## src/rtl/arbiter_3req.sv

```systemverilog
// Three-requester arbiter: fixed-priority or round-robin selection, with a
// MAX_HOLD timeout that forces re-arbitration while other requesters wait.
module arbiter_3req #(
  parameter int MAX_HOLD = 8
) (
  input  logic       clk,
  input  logic       reset_n,
  input  logic [2:0] req,
  input  logic       mode,
  output logic [2:0] gnt,
  output logic [1:0] gnt_id,
  output logic       gnt_valid,
  output logic       preempt
);

  typedef enum logic {
    ST_IDLE = 1'b0,
    ST_BUSY = 1'b1
  } state_t;

  localparam logic [7:0] HOLD_LAST = 8'(MAX_HOLD - 1);

  state_t     r_state, w_state_nxt;
  logic [2:0] r_gnt, w_gnt_nxt;
  logic [1:0] r_gnt_id, w_id_nxt;
  logic       r_gnt_valid, w_valid_nxt;
  logic       r_preempt, w_preempt_nxt;
  logic [7:0] r_hold_cnt, w_hold_nxt;
  logic [1:0] r_last_id, w_last_nxt;

  logic [2:0] w_pick_full;
  logic [2:0] w_pick_masked;
  logic       w_cur_req;
  logic       w_new;
  logic       w_go_idle;
  logic [1:0] w_new_id;

  // Returns {found, index}; round-robin scans last+1, last+2, last (mod 3).
  function automatic logic [2:0] pick(input logic [2:0] r, input logic rr,
                                      input logic [1:0] last);
    logic [1:0] o0;
    logic [1:0] o1;
    logic [1:0] o2;
    o0 = 2'd0;
    o1 = 2'd1;
    o2 = 2'd2;
    pick = 3'b000;
    if (rr) begin
      case (last)
        2'd0:    begin o0 = 2'd1; o1 = 2'd2; o2 = 2'd0; end
        2'd1:    begin o0 = 2'd2; o1 = 2'd0; o2 = 2'd1; end
        default: begin o0 = 2'd0; o1 = 2'd1; o2 = 2'd2; end
      endcase
      if (r[o0])      pick = {1'b1, o0};
      else if (r[o1]) pick = {1'b1, o1};
      else if (r[o2]) pick = {1'b1, o2};
      else            pick = 3'b000;
    end else begin
      if (r[2])       pick = 3'b110;
      else if (r[1])  pick = 3'b101;
      else if (r[0])  pick = 3'b100;
      else            pick = 3'b000;
    end
  endfunction

  function automatic logic [2:0] onehot(input logic [1:0] id);
    case (id)
      2'd0:    onehot = 3'b001;
      2'd1:    onehot = 3'b010;
      2'd2:    onehot = 3'b100;
      default: onehot = 3'b000;
    endcase
  endfunction

  assign w_pick_full   = pick(req, mode, r_last_id);
  assign w_pick_masked = pick(req & ~r_gnt, mode, r_last_id);
  assign w_cur_req     = |(req & r_gnt);

  // Arbitration decision and next values of every registered field.
  always_comb begin
    w_state_nxt   = r_state;
    w_gnt_nxt     = r_gnt;
    w_id_nxt      = r_gnt_id;
    w_valid_nxt   = r_gnt_valid;
    w_preempt_nxt = 1'b0;
    w_hold_nxt    = r_hold_cnt;
    w_last_nxt    = r_last_id;
    w_new         = 1'b0;
    w_go_idle     = 1'b0;
    w_new_id      = 2'd0;

    case (r_state)
      ST_IDLE: begin
        if (w_pick_full[2]) begin
          w_new    = 1'b1;
          w_new_id = w_pick_full[1:0];
        end else begin
          w_go_idle = 1'b1;
        end
      end
      ST_BUSY: begin
        if (!w_cur_req) begin
          if (w_pick_full[2]) begin
            w_new    = 1'b1;
            w_new_id = w_pick_full[1:0];
          end else begin
            w_go_idle = 1'b1;
          end
        end else if (r_hold_cnt >= HOLD_LAST) begin
          // Timeout: a waiting requester takes over, else the owner is re-granted.
          w_new = 1'b1;
          if (w_pick_masked[2]) begin
            w_new_id      = w_pick_masked[1:0];
            w_preempt_nxt = 1'b1;
          end else begin
            w_new_id = r_gnt_id;
          end
        end else begin
          w_hold_nxt = r_hold_cnt + 8'd1;
        end
      end
      default: begin
        w_go_idle = 1'b1;
      end
    endcase

    if (w_go_idle) begin
      w_state_nxt = ST_IDLE;
      w_gnt_nxt   = 3'b000;
      w_id_nxt    = 2'd0;
      w_valid_nxt = 1'b0;
      w_hold_nxt  = 8'd0;
    end else if (w_new) begin
      w_state_nxt = ST_BUSY;
      w_gnt_nxt   = onehot(w_new_id);
      w_id_nxt    = w_new_id;
      w_valid_nxt = 1'b1;
      w_hold_nxt  = 8'd0;
      w_last_nxt  = w_new_id;
    end else begin
      w_state_nxt = r_state;
    end
  end

  // State and output registers with synchronous active-low reset.
  always_ff @(posedge clk) begin
    if (!reset_n) begin
      r_state     <= ST_IDLE;
      r_gnt       <= 3'b000;
      r_gnt_id    <= 2'd0;
      r_gnt_valid <= 1'b0;
      r_preempt   <= 1'b0;
      r_hold_cnt  <= 8'd0;
      r_last_id   <= 2'd2;
    end else begin
      r_state     <= w_state_nxt;
      r_gnt       <= w_gnt_nxt;
      r_gnt_id    <= w_id_nxt;
      r_gnt_valid <= w_valid_nxt;
      r_preempt   <= w_preempt_nxt;
      r_hold_cnt  <= w_hold_nxt;
      r_last_id   <= w_last_nxt;
    end
  end

  assign gnt       = r_gnt;
  assign gnt_id    = r_gnt_id;
  assign gnt_valid = r_gnt_valid;
  assign preempt   = r_preempt;

endmodule

```

## config.mk

```make
export PLATFORM = sky130hd
export DESIGN_NAME = arbiter_3req
export DESIGN_NICKNAME = d
export VERILOG_FILES = /design/src/rtl/arbiter_3req.sv
export SDC_FILE = /design/constraint.sdc
export NUM_CORES = 1
export LEC_CHECK = 0
export CAP_MARGIN = 25
export CORE_ASPECT_RATIO = 1.25
export CORE_MARGIN = 4
export CORE_UTILIZATION = 45
export DETAILED_ROUTE_END_ITERATION = 6
export GPL_TIMING_DRIVEN = 1
export PLACE_DENSITY = 0.72
export SYNTH_ARGS = -nofsm -noshare
export SYNTH_HDL_FRONTEND = slang
export SYNTH_SLANG_ARGS = --single-unit
```

## constraint.sdc

```tcl
create_clock -name clk -period 1.9 [get_ports clk]
set_clock_uncertainty 0.1 [all_clocks]
set_input_delay 0.19 -clock clk [delete_from_list [all_inputs] [get_ports clk]]
set_output_delay 0.19 -clock clk [all_outputs]
set_load 0.01 [all_outputs]
```

==> flow_metrics.env, run 1 <==
export IMPL_portBuffers=12
export IMPL_nFillCells=119
export IMPL_holdPathStages=2
export IMPL_use_met2=0.3349
export IMPL_floorplan_initialDensity=0.4810
export IMPL_drt_first_pass_iters=4
export IMPL_power_ir_vdd_worst_uv=537.9
export IMPL_clkTransAtPathRegs_ps=100
export IMPL_power_per_cell_area_nw_per_um2=689.6
export IMPL_cts_tree="built"
export IMPL_achievable_frequency_ghz=0.5416
export IMPL_area_of_the_mapped_netlist_um2=760.7
export IMPL_via_count=733
export IMPL_routedWlPerCell_um=14.38
export IMPL_grt_antenna_before_repair=0
export IMPL_final_nets=126
export IMPL_min_period_ps=1846
export IMPL_pwr_share_seq=0.516
export IMPL_synth_avg_cell_area_um2=9.165
export IMPL_post_dp_hpwl_um=1503
export IMPL_cap_viol_max_count=0
export IMPL_power_leakage_nw=0.4586
export IMPL_maximum_number_of_pins_on_one_net_before_global_route_repair=11
export IMPL_cts_root_to_sink_buffers=2
export IMPL_run_status="finished clean"
export IMPL_ratio_of_final_minimum_period_to_clock_period=0.9717
export IMPL_timing_critical_path_to_type="flip-flop"
export IMPL_critPathKind="in2reg"
export IMPL_synthDominantCellAreaShare=0.4474
export IMPL_synth_register_bits=17
export IMPL_synthesis_instances=83
export IMPL_synth_top_area_cell="dfxtp_1"
export IMPL_post_cts_repair_setup_buffers=0
export IMPL_std_cell_rows=16
export IMPL_stdcell_area_um2=1107
export IMPL_multi_input_comb_area_um2=437.9
export IMPL_critical_path_max_fanout=6
export IMPL_clk_root_buffer_cell="clkbuf_4"
export IMPL_setup_ws_ps=53.76
export IMPL_cts_buffers=3
export IMPL_met3_routing_resource_usage_after_global_routing=0.03344
export IMPL_global_route_usage_met1=0.1643
export IMPL_grt_overflow_total=0
export IMPL_worstPathArrival_ps=1980
export IMPL_drcViolationCount=0
export IMPL_drv_slew=0
export IMPL_postLayoutCoreUtil=0.7002
export IMPL_holdWs_ps=385.3
export IMPL_postPlaceCellArea_um2=1031
export IMPL_clock_power_share=0.244
export IMPL_hold_path_class="reg2reg"
export IMPL_syn_to_final_growth_pct=45.56
export IMPL_clk_latency_ps=290
export IMPL_finalHoldViolations=0
export IMPL_p_int_mw=0.5517
export IMPL_placement_setup_worst_slack_ps=-218.0
export IMPL_routed_wirelength_um=1956
export IMPL_floorplan_die_area_um2=2417
export IMPL_power_switching_share=0.2775
export IMPL_worstSetupStartpointType="primary input"
export IMPL_htree_num_levels=1
export IMPL_worst_r2r_path_depth=8
export IMPL_setup_viol=0
export IMPL_gr_max_usage_layer="met2"
export IMPL_core_um2=1582
export IMPL_cts_sinks=17
export IMPL_first_global_vias=731
export IMPL_synth_distinct_cells=30
export IMPL_power_switching_mw=0.2119
export IMPL_die_h_um=53.97
export IMPL_layout_drive_gt1_share=0.3051
export IMPL_register_cell_area_after_layout_um2=341.6
export IMPL_initialDrtViolationCount=15
export IMPL_die_width_um=44.78
export IMPL_yosys_top_cells_area="dfxtp_1 (45%), a21oi_1 (6.6%), o21ai_0 (3.9%)"
export IMPL_track_usage=0.1746
export IMPL_seq_area_frac_synth=0.4474
export IMPL_wire_length_of_the_first_global_routing_pass_um=2953
export IMPL_synth_warning_count=0
export IMPL_antenna_diode_count=0
export IMPL_worst_endpoint_required_ps=2030
export IMPL_design_portCount=13
export IMPL_vias_per_cell=5.390
export IMPL_combinationalPowerShare=0.239
export IMPL_postRouteAntennaNets=0
export IMPL_place_gp_congestion=0.8465
==> cells in the final DEF (no fill, tap or decap), drive strengths merged <==
master / count
clkbuf: 3
a221o: 1
dfxtp: 17
nor4: 1
nor2: 5
a222oi: 1
a21boi: 1
o211a: 1
xor2: 1
o21ai: 6
clkdlybuf4s50: 12
a211oi: 2
a21oi: 10
mux2i: 1
nand2b: 2
nor3: 4
and2b: 3
a21o: 1
conb: 4
or2b: 2
o22ai: 1
clkinv: 1
nand3: 4
nand2: 5
a211o: 1
inv: 7
a31oi: 2
nor2b: 1
buf: 17
ha: 1
==> flip-flops by register name, indices dropped and copies added (netlist names) <==
name and count:
r_hold_cnt 8, gnt 3, gnt_id 2, r_last_id 2, gnt_valid 1, preempt 1
==> logic make-up after synthesis <==
kind of cell	after synthesis	synth area share
xor gates and xnor gates	1	0.01152
adders and majority gates	1	0.01644
muxes	1	0.01316
buffers and inverters	8	0.04935
and+or+nand+nor	27	0.2220
AOI/OAI and AO/OA	27	0.2352
DFF	17	0.4474
other	1	0.004929
==> final timing paths <==
kind / slack, ps / from / endpoint
setup / recovery: 50 / req[2] / gnt[2]
hold / removal: 390 / gnt_id[0] / gnt_id[0]
setup reg to reg: 80 / r_hold_cnt[1] / r_last_id[1]
hold reg to reg: 390 / gnt_id[0] / gnt_id[0]
==> what timing repair did <==
action                                  CTS  global route
hold endpoints to repair                  0             0
pin swaps                                 1             1
resized for setup                         1            11
endpoints found under the setup margin    4             7
hold buffers                              0             0
==> power by group through the flow <==
stage	clock (mW)	combinational, mW	sequential [mW]
5_1_grt	0.214	0.197	0.396
6_report	0.187	0.183	0.394
4_1_cts	0.195	0.168	0.394
2_1_floorplan	0	0.0748	0.403
3_5_place_dp	0	0.164	0.402
3_3_place_gp	0	0.160	0.402
==> per-stage QoR <==
stage	std cells	total power, mW	setup TNS (ps)
2_1_floorplan	86	0.4782	0
3_3_place_gp	132	0.5612	-885.1
3_5_place_dp	132	0.5658	-1186
4_1_cts	136	0.7577	0
5_1_grt	136	0.8083	-91.70
6_report	136	0.7636	0
==> area by class of cell <==
class                   instances  area share
multi-input cells              61      0.3955
flip-flops and latches         17      0.3085
repair buffers                 29      0.2271
inverters                       7     0.02373
clock buffers                   3     0.02034
well taps                      18     0.02034
clock inverters                 1    0.004520
==> synth_stat cells (all sizes together) <==
cell type	n
dfxtp	17
a21oi	10
inv	7
o21ai	6
nand2	5
nor2	5
nand3	4
nor3	4
and2b	3
a211oi	2
a31oi	2
nand2b	2
or2b	2
a211o	1
a21boi	1
a21o	1
a221o	1
a222oi	1
buf	1
conb	1
ha	1
mux2i	1
nor2b	1
nor4	1
o211a	1
o22ai	1
xor2	1
==> layer usage <==
layer | wire [um] | part of all wire | vias up
met5 | 0 | 0 | -
met4 | 64 | 0.033 | 0
met3 | 88 | 0.045 | 7
met2 | 1082 | 0.55 | 20
met1 | 720 | 0.37 | 345
li1 | - | - | 361
==> worst max-delay path, cell delays in order <==
cell and delay (ps):
clkdlybuf4s50_1 470, a222oi_1 410, nor2b_2 180, a211oi_2 340
a31oi_4 90, nand2b_1 190, a21oi_1 110
No activity file was read; power rests on OpenSTA's default activity.
==> run 2, diff against run 1 <==
--- a/config.mk
+++ b/config.mk
@@ -6,12 +6,13 @@
 export NUM_CORES = 1
 export LEC_CHECK = 0
 export CAP_MARGIN = 25
-export CORE_ASPECT_RATIO = 1.25
 export CORE_MARGIN = 4
-export CORE_UTILIZATION = 45
+export CORE_UTILIZATION = 50
 export DETAILED_ROUTE_END_ITERATION = 6
+export DONT_BUFFER_PORTS = 1
 export GPL_TIMING_DRIVEN = 1
-export PLACE_DENSITY = 0.72
+export PLACE_DENSITY = 0.68
+export REMOVE_ABC_BUFFERS = 1
 export SYNTH_ARGS = -nofsm -noshare
 export SYNTH_HDL_FRONTEND = slang
 export SYNTH_SLANG_ARGS = --single-unit
==> flow_metrics.env, run 2 (same netlist as run 1, synthesis figures left out) <==
export IMPL_run_status="finished clean"
export IMPL_design_portCount=13
export IMPL_holdWs_ps=17.44
export IMPL_grt_overflow_total=0
export IMPL_cts_buffers=3
export IMPL_timing_critical_path_to_type="flip-flop"
export IMPL_clkTransAtPathRegs_ps=90
export IMPL_power_per_cell_area_nw_per_um2=776.4
export IMPL_worst_r2r_path_depth=8
export IMPL_worstSetupStartpointType="flip-flop"
export IMPL_cp_cell_sequence="ha_2 -> a211o_1 -> nor4_4 -> buf_4 -> inv_2 -> a31oi_4 -> nand2b_4 -> a21oi_1"
export IMPL_critical_path_max_fanout=5
export IMPL_htree_num_levels=1
export IMPL_post_dp_hpwl_um=1145
export IMPL_std_cell_rows=13
export IMPL_crit_path_end="gnt[2]"
export IMPL_postRouteAntennaNets=0
export IMPL_layout_drive_gt1_share=0.2755
export IMPL_crit_slowest_cell="dfxtp_2"
export IMPL_die_width_um=47.01
export IMPL_grt_antenna_before_repair=0
export IMPL_vias_per_cell=5.752
export IMPL_most_common_layout_cells="dfxtp_1 (16), a21oi_1 (8), buf_4 (8)"
export IMPL_first_global_vias=563
export IMPL_largest_reg_flops=8
export IMPL_ratio_of_final_minimum_period_to_clock_period=0.9531
export IMPL_final_setup_tns_ps=0
export IMPL_total_power_mw=0.7062
export IMPL_reg2reg_to="gnt[2]"
export IMPL_initialDrtViolationCount=31
export IMPL_cpPeakStageDelay_ps=330
export IMPL_power_leakage_nw=0.3828
export IMPL_crit_reg2reg_launch="r_hold_cnt[0]"
export IMPL_setup_viol=0
export IMPL_worstPathArrival_ps=1890
export IMPL_min_delay_start="reset_n"
export IMPL_achievable_frequency_ghz=0.5522
export IMPL_top_register="r_hold_cnt"
export IMPL_place_gp_congestion=0.8175
export IMPL_core_um2=1366
export IMPL_routedWlPerCell_um=14.62
export IMPL_floorplan_initialDensity=0.5568
export IMPL_cts_sinks=17
export IMPL_final_common_cell="dfxtp_1"
export IMPL_final_nets=106
export IMPL_rsz0062_at_grt="false"
export IMPL_antenna_diode_count=0
export IMPL_finalHoldViolations=0
export IMPL_via_count=650
export IMPL_cts_tree="built"
export IMPL_worst_endpoint_required_ps=1980
export IMPL_setup_reg_to_reg_worst_slack_ps=90
export IMPL_critPathKind="reg2reg"
export IMPL_syn_to_final_growth_pct=19.57
export IMPL_portBuffers=0
export IMPL_drcViolationCount=0
export IMPL_maximum_number_of_pins_on_one_net_before_global_route_repair=11
export IMPL_die_h_um=47.01
export IMPL_clk_root_buffer_cell="clkbuf_4"
export IMPL_floorplan_die_area_um2=2209
export IMPL_min_period_ps=1811
export IMPL_clk_latency_ps=290
export IMPL_wire_length_of_the_first_global_routing_pass_um=2566
export IMPL_crit_start="r_hold_cnt[0]"
export IMPL_placement_setup_worst_slack_ps=-25.20
export IMPL_drt_first_pass_iters=4
export IMPL_power_ir_vdd_worst_uv=513.0
export IMPL_routed_wirelength_um=1652
export IMPL_drv_slew=0
export IMPL_hold_path_class="in2reg"
export IMPL_setup_ws_ps=89.15
export IMPL_cap_viol_max_count=0
export IMPL_cts_root_to_sink_buffers=2
export IMPL_track_usage=0.1651
-- run 2: power breakdown --
group / internal [mW] / total, mW / switching, mW
Clock: 0.0783 / 0.188 / 0.110
Sequential: 0.376 / 0.398 / 0.0223
Combinational: 0.0583 / 0.120 / 0.0613
-- run 2: what timing repair did --
item | 4_1_cts | 5_1_grt
cloned | 0 | 0
setup endpoints to repair | 2 | 6
resized for setup | 1 | 7
buffers inserted | 0 | 2
pin swaps | 0 | 4
endpoints found under the hold margin | 4 | 0
hold buffers | 1 | 0
-- run 2: how the worst min path moves through the flow --
stage,endpoint,depth (start not counted)
finish,gnt_valid,2
detailed placement,r_last_id[1],1
floorplan,r_last_id[1],1
global placement,r_last_id[1],1
CTS,gnt_valid,2
global route,gnt_valid,2
-- run 2: metrics by stage --
stage / std cells / instance area (um^2) / utilization
4_1_cts: 111 / 870.8 / 0.6374
3_3_place_gp: 106 / 824.5 / 0.6035
2_1_floorplan: 85 / 760.7 / -
3_5_place_dp: 106 / 824.5 / 0.6035
6_report: 113 / 909.6 / 0.6658
5_1_grt: 113 / 909.6 / 0.6658
-- run 2: metal layers --
layer | wire length, um | up-vias | GRT usage
li1 | - | 320 | -
met1 | 743 | 304 | 0.2309
met2 | 774 | 24 | 0.2439
met3 | 126 | 2 | 0.04981
met4 | 8 | 0 | 0.04972
met5 | 0 | - | 0
-- run 2: layout make-up --
cell class | instances | area, um^2
timing repair buffer | 9 | 70.07
multi-input combinational | 61 | 425.4
tap | 15 | 18.77
clock inverter | 1 | 5.005
inverter | 7 | 26.28
fill | 123 | 456.7
sequential | 17 | 341.6
clock buffer | 3 | 22.52
-- run 2: critical path: cells and delay by family, from the launching register on --
family                   cells  cell delay [ps]
AO/OA/AOI/OAI                3              530
flip-flops                   1              330
AND/OR/NAND/NOR              2              320
buffers and inverters        2              240
adder cells (fa/ha/maj)      1              180
==> run 3, diff against run 2 <==
--- a/config.mk
+++ b/config.mk
@@ -5,11 +5,12 @@
 export SDC_FILE = /design/constraint.sdc
 export NUM_CORES = 1
 export LEC_CHECK = 0
-export CAP_MARGIN = 25
-export CORE_MARGIN = 4
+export CAP_MARGIN = 20
+export CORE_MARGIN = 3
 export CORE_UTILIZATION = 50
 export DETAILED_ROUTE_END_ITERATION = 6
 export DONT_BUFFER_PORTS = 1
+export GPL_ROUTABILITY_DRIVEN = 0
 export GPL_TIMING_DRIVEN = 1
 export PLACE_DENSITY = 0.68
 export REMOVE_ABC_BUFFERS = 1
==> flow_metrics.env, run 3 (same netlist as run 1, synthesis figures left out) <==
export IMPL_cap_viol_max_count=0
export IMPL_vias_per_cell=5.733
export IMPL_htree_num_levels=1
export IMPL_reg2reg_to="gnt[2]"
export IMPL_design_portCount=13
export IMPL_min_delay_start="reset_n"
export IMPL_drv_slew=0
export IMPL_nFillCells=115
export IMPL_worstSetupStartpointType="flip-flop"
export IMPL_die_h_um=45.01
export IMPL_setup_viol=0
export IMPL_min_period_ps=1871
export IMPL_critPathKind="reg2reg"
export IMPL_largest_reg_flops=8
export IMPL_critical_path_max_fanout=5
export IMPL_cts_tree="built"
export IMPL_holdPathStages=2
export IMPL_layout_drive_gt1_share=0.3267
export IMPL_cts_sinks=17
export IMPL_cts_root_to_sink_buffers=2
export IMPL_dp_cells=108
export IMPL_drt_first_pass_iters=4
export IMPL_routed_wirelength_um=1782
export IMPL_ratio_of_final_minimum_period_to_clock_period=0.9847
export IMPL_grt_antenna_before_repair=0
export IMPL_die_width_um=45.01
export IMPL_top_register="r_hold_cnt"
export IMPL_post_dp_hpwl_um=1218
export IMPL_multi_input_comb_area_um2=447.9
export IMPL_std_cell_rows=13
export IMPL_register_cell_area_after_layout_um2=342.8
export IMPL_worst_r2r_path_depth=7
export IMPL_timing_critical_path_to_type="flip-flop"
export IMPL_rsz0062_at_grt="true"
export IMPL_total_power_mw=0.7142
export IMPL_floorplan_die_area_um2=2025
export IMPL_power_per_cell_area_nw_per_um2=743.3
export IMPL_cts_buffers=3
export IMPL_power_ir_vdd_worst_uv=518.6
export IMPL_clkTransAtPathRegs_ps=90
export IMPL_worst_hold_end="gnt_valid"
export IMPL_wire_length_of_the_first_global_routing_pass_um=2691
export IMPL_final_nets=109
export IMPL_routedWlPerCell_um=15.36
export IMPL_achievable_frequency_ghz=0.5345
export IMPL_via_count=665
export IMPL_drcViolationCount=0
export IMPL_core_um2=1366
export IMPL_syn_to_final_growth_pct=26.32
export IMPL_instances_no_fill=116
export IMPL_grt_overflow_total=0
export IMPL_clk_latency_ps=290
export IMPL_power_leakage_nw=0.3903
export IMPL_first_global_vias=589
export IMPL_floorplan_initialDensity=0.5568
export IMPL_antenna_diode_count=0
export IMPL_crit_reg2reg_launch="gnt[2]"
export IMPL_holdWs_ps=24.65
export IMPL_portBuffers=0
export IMPL_run_status="finished clean"
export IMPL_initialDrtViolationCount=30
export IMPL_clk_root_buffer_cell="clkbuf_4"
export IMPL_worst_endpoint_required_ps=1980
export IMPL_hold_path_class="in2reg"
export IMPL_track_usage=0.1850
export IMPL_maximum_number_of_pins_on_one_net_before_global_route_repair=11
export IMPL_most_common_layout_cells="dfxtp_1 (15), buf_4 (10), a21oi_1 (8)"
export IMPL_worstPathArrival_ps=1950
export IMPL_postRouteAntennaNets=0
export IMPL_finalHoldViolations=0
export IMPL_final_common_cell="dfxtp_1"
export IMPL_setup_reg_to_reg_worst_slack_ps=30
run 3: worst max-delay path: stages (launching register included):
cell and delay (ps):
dfxtp_1 350, and2b_2 250, nor3_2 60, buf_4 130, a221o_1 380, a31oi_4 290
nand2b_1 140, a21oi_1 60
run 3: timing repair:
item,4_1_cts,5_1_grt
gates resized for setup,2,12
endpoints found under the setup margin,2,7
hold buffers,1,1
setup buffers,0,2
endpoints found under the hold margin,3,1
pin swaps,0,3
run 3: area by class of cell:
cell class / count / share of cell area
Multi-Input combinational cell: 61 / 0.4661
Inverter: 7 / 0.02995
Tap cell: 15 / 0.01953
Clock buffer: 3 / 0.02344
Clock inverter: 1 / 0.005208
Sequential cell: 17 / 0.3568
Timing Repair Buffer: 12 / 0.09896
run 3: through the flow:
stage                     setup TNS, ps  setup slack (ps)  utilization  area, um^2
final                                 0             29.09       0.7033       960.9
after global routing             -165.9            -53.81       0.7033       960.9
after CTS                             0             7.618       0.6502       888.4
after detailed placement         -56.27            -38.40       0.6145       839.6
after global placement           -12.54            -12.54       0.6145       839.6
after floorplan                       0             49.49            -       760.7
run 3: how the worst max path moves through the flow:
stage	cells after the start	endpoint	slack (ps)	from
finish	7	gnt[2]	30	gnt[2]
global route	7	gnt_id[0]	-50	r_hold_cnt[0]
CTS	8	gnt[2]	8	r_hold_cnt[0]
detailed placement	8	gnt[2]	-40	r_hold_cnt[0]
global placement	8	gnt[2]	-10	r_hold_cnt[0]
floorplan	7	gnt_id[0]	50	r_hold_cnt[0]
run 3: power by group:
group | internal (mW) | total [mW] | switching [mW]
sequential | 0.376 | 0.397 | 0.0210
combinational | 0.0624 | 0.130 | 0.0679
clock | 0.0783 | 0.187 | 0.109
run 3: routing by layer:
| layer | vias up | global-route usage | routed length, um |
|---|---|---|---|
| met5 | - | 0 | 0 |
| met4 | 0 | 0.07018 | 27 |
| met3 | 5 | 0.06375 | 106 |
| met2 | 23 | 0.2768 | 804 |
| met1 | 312 | 0.2444 | 844 |
| li1 | 325 | - | - |
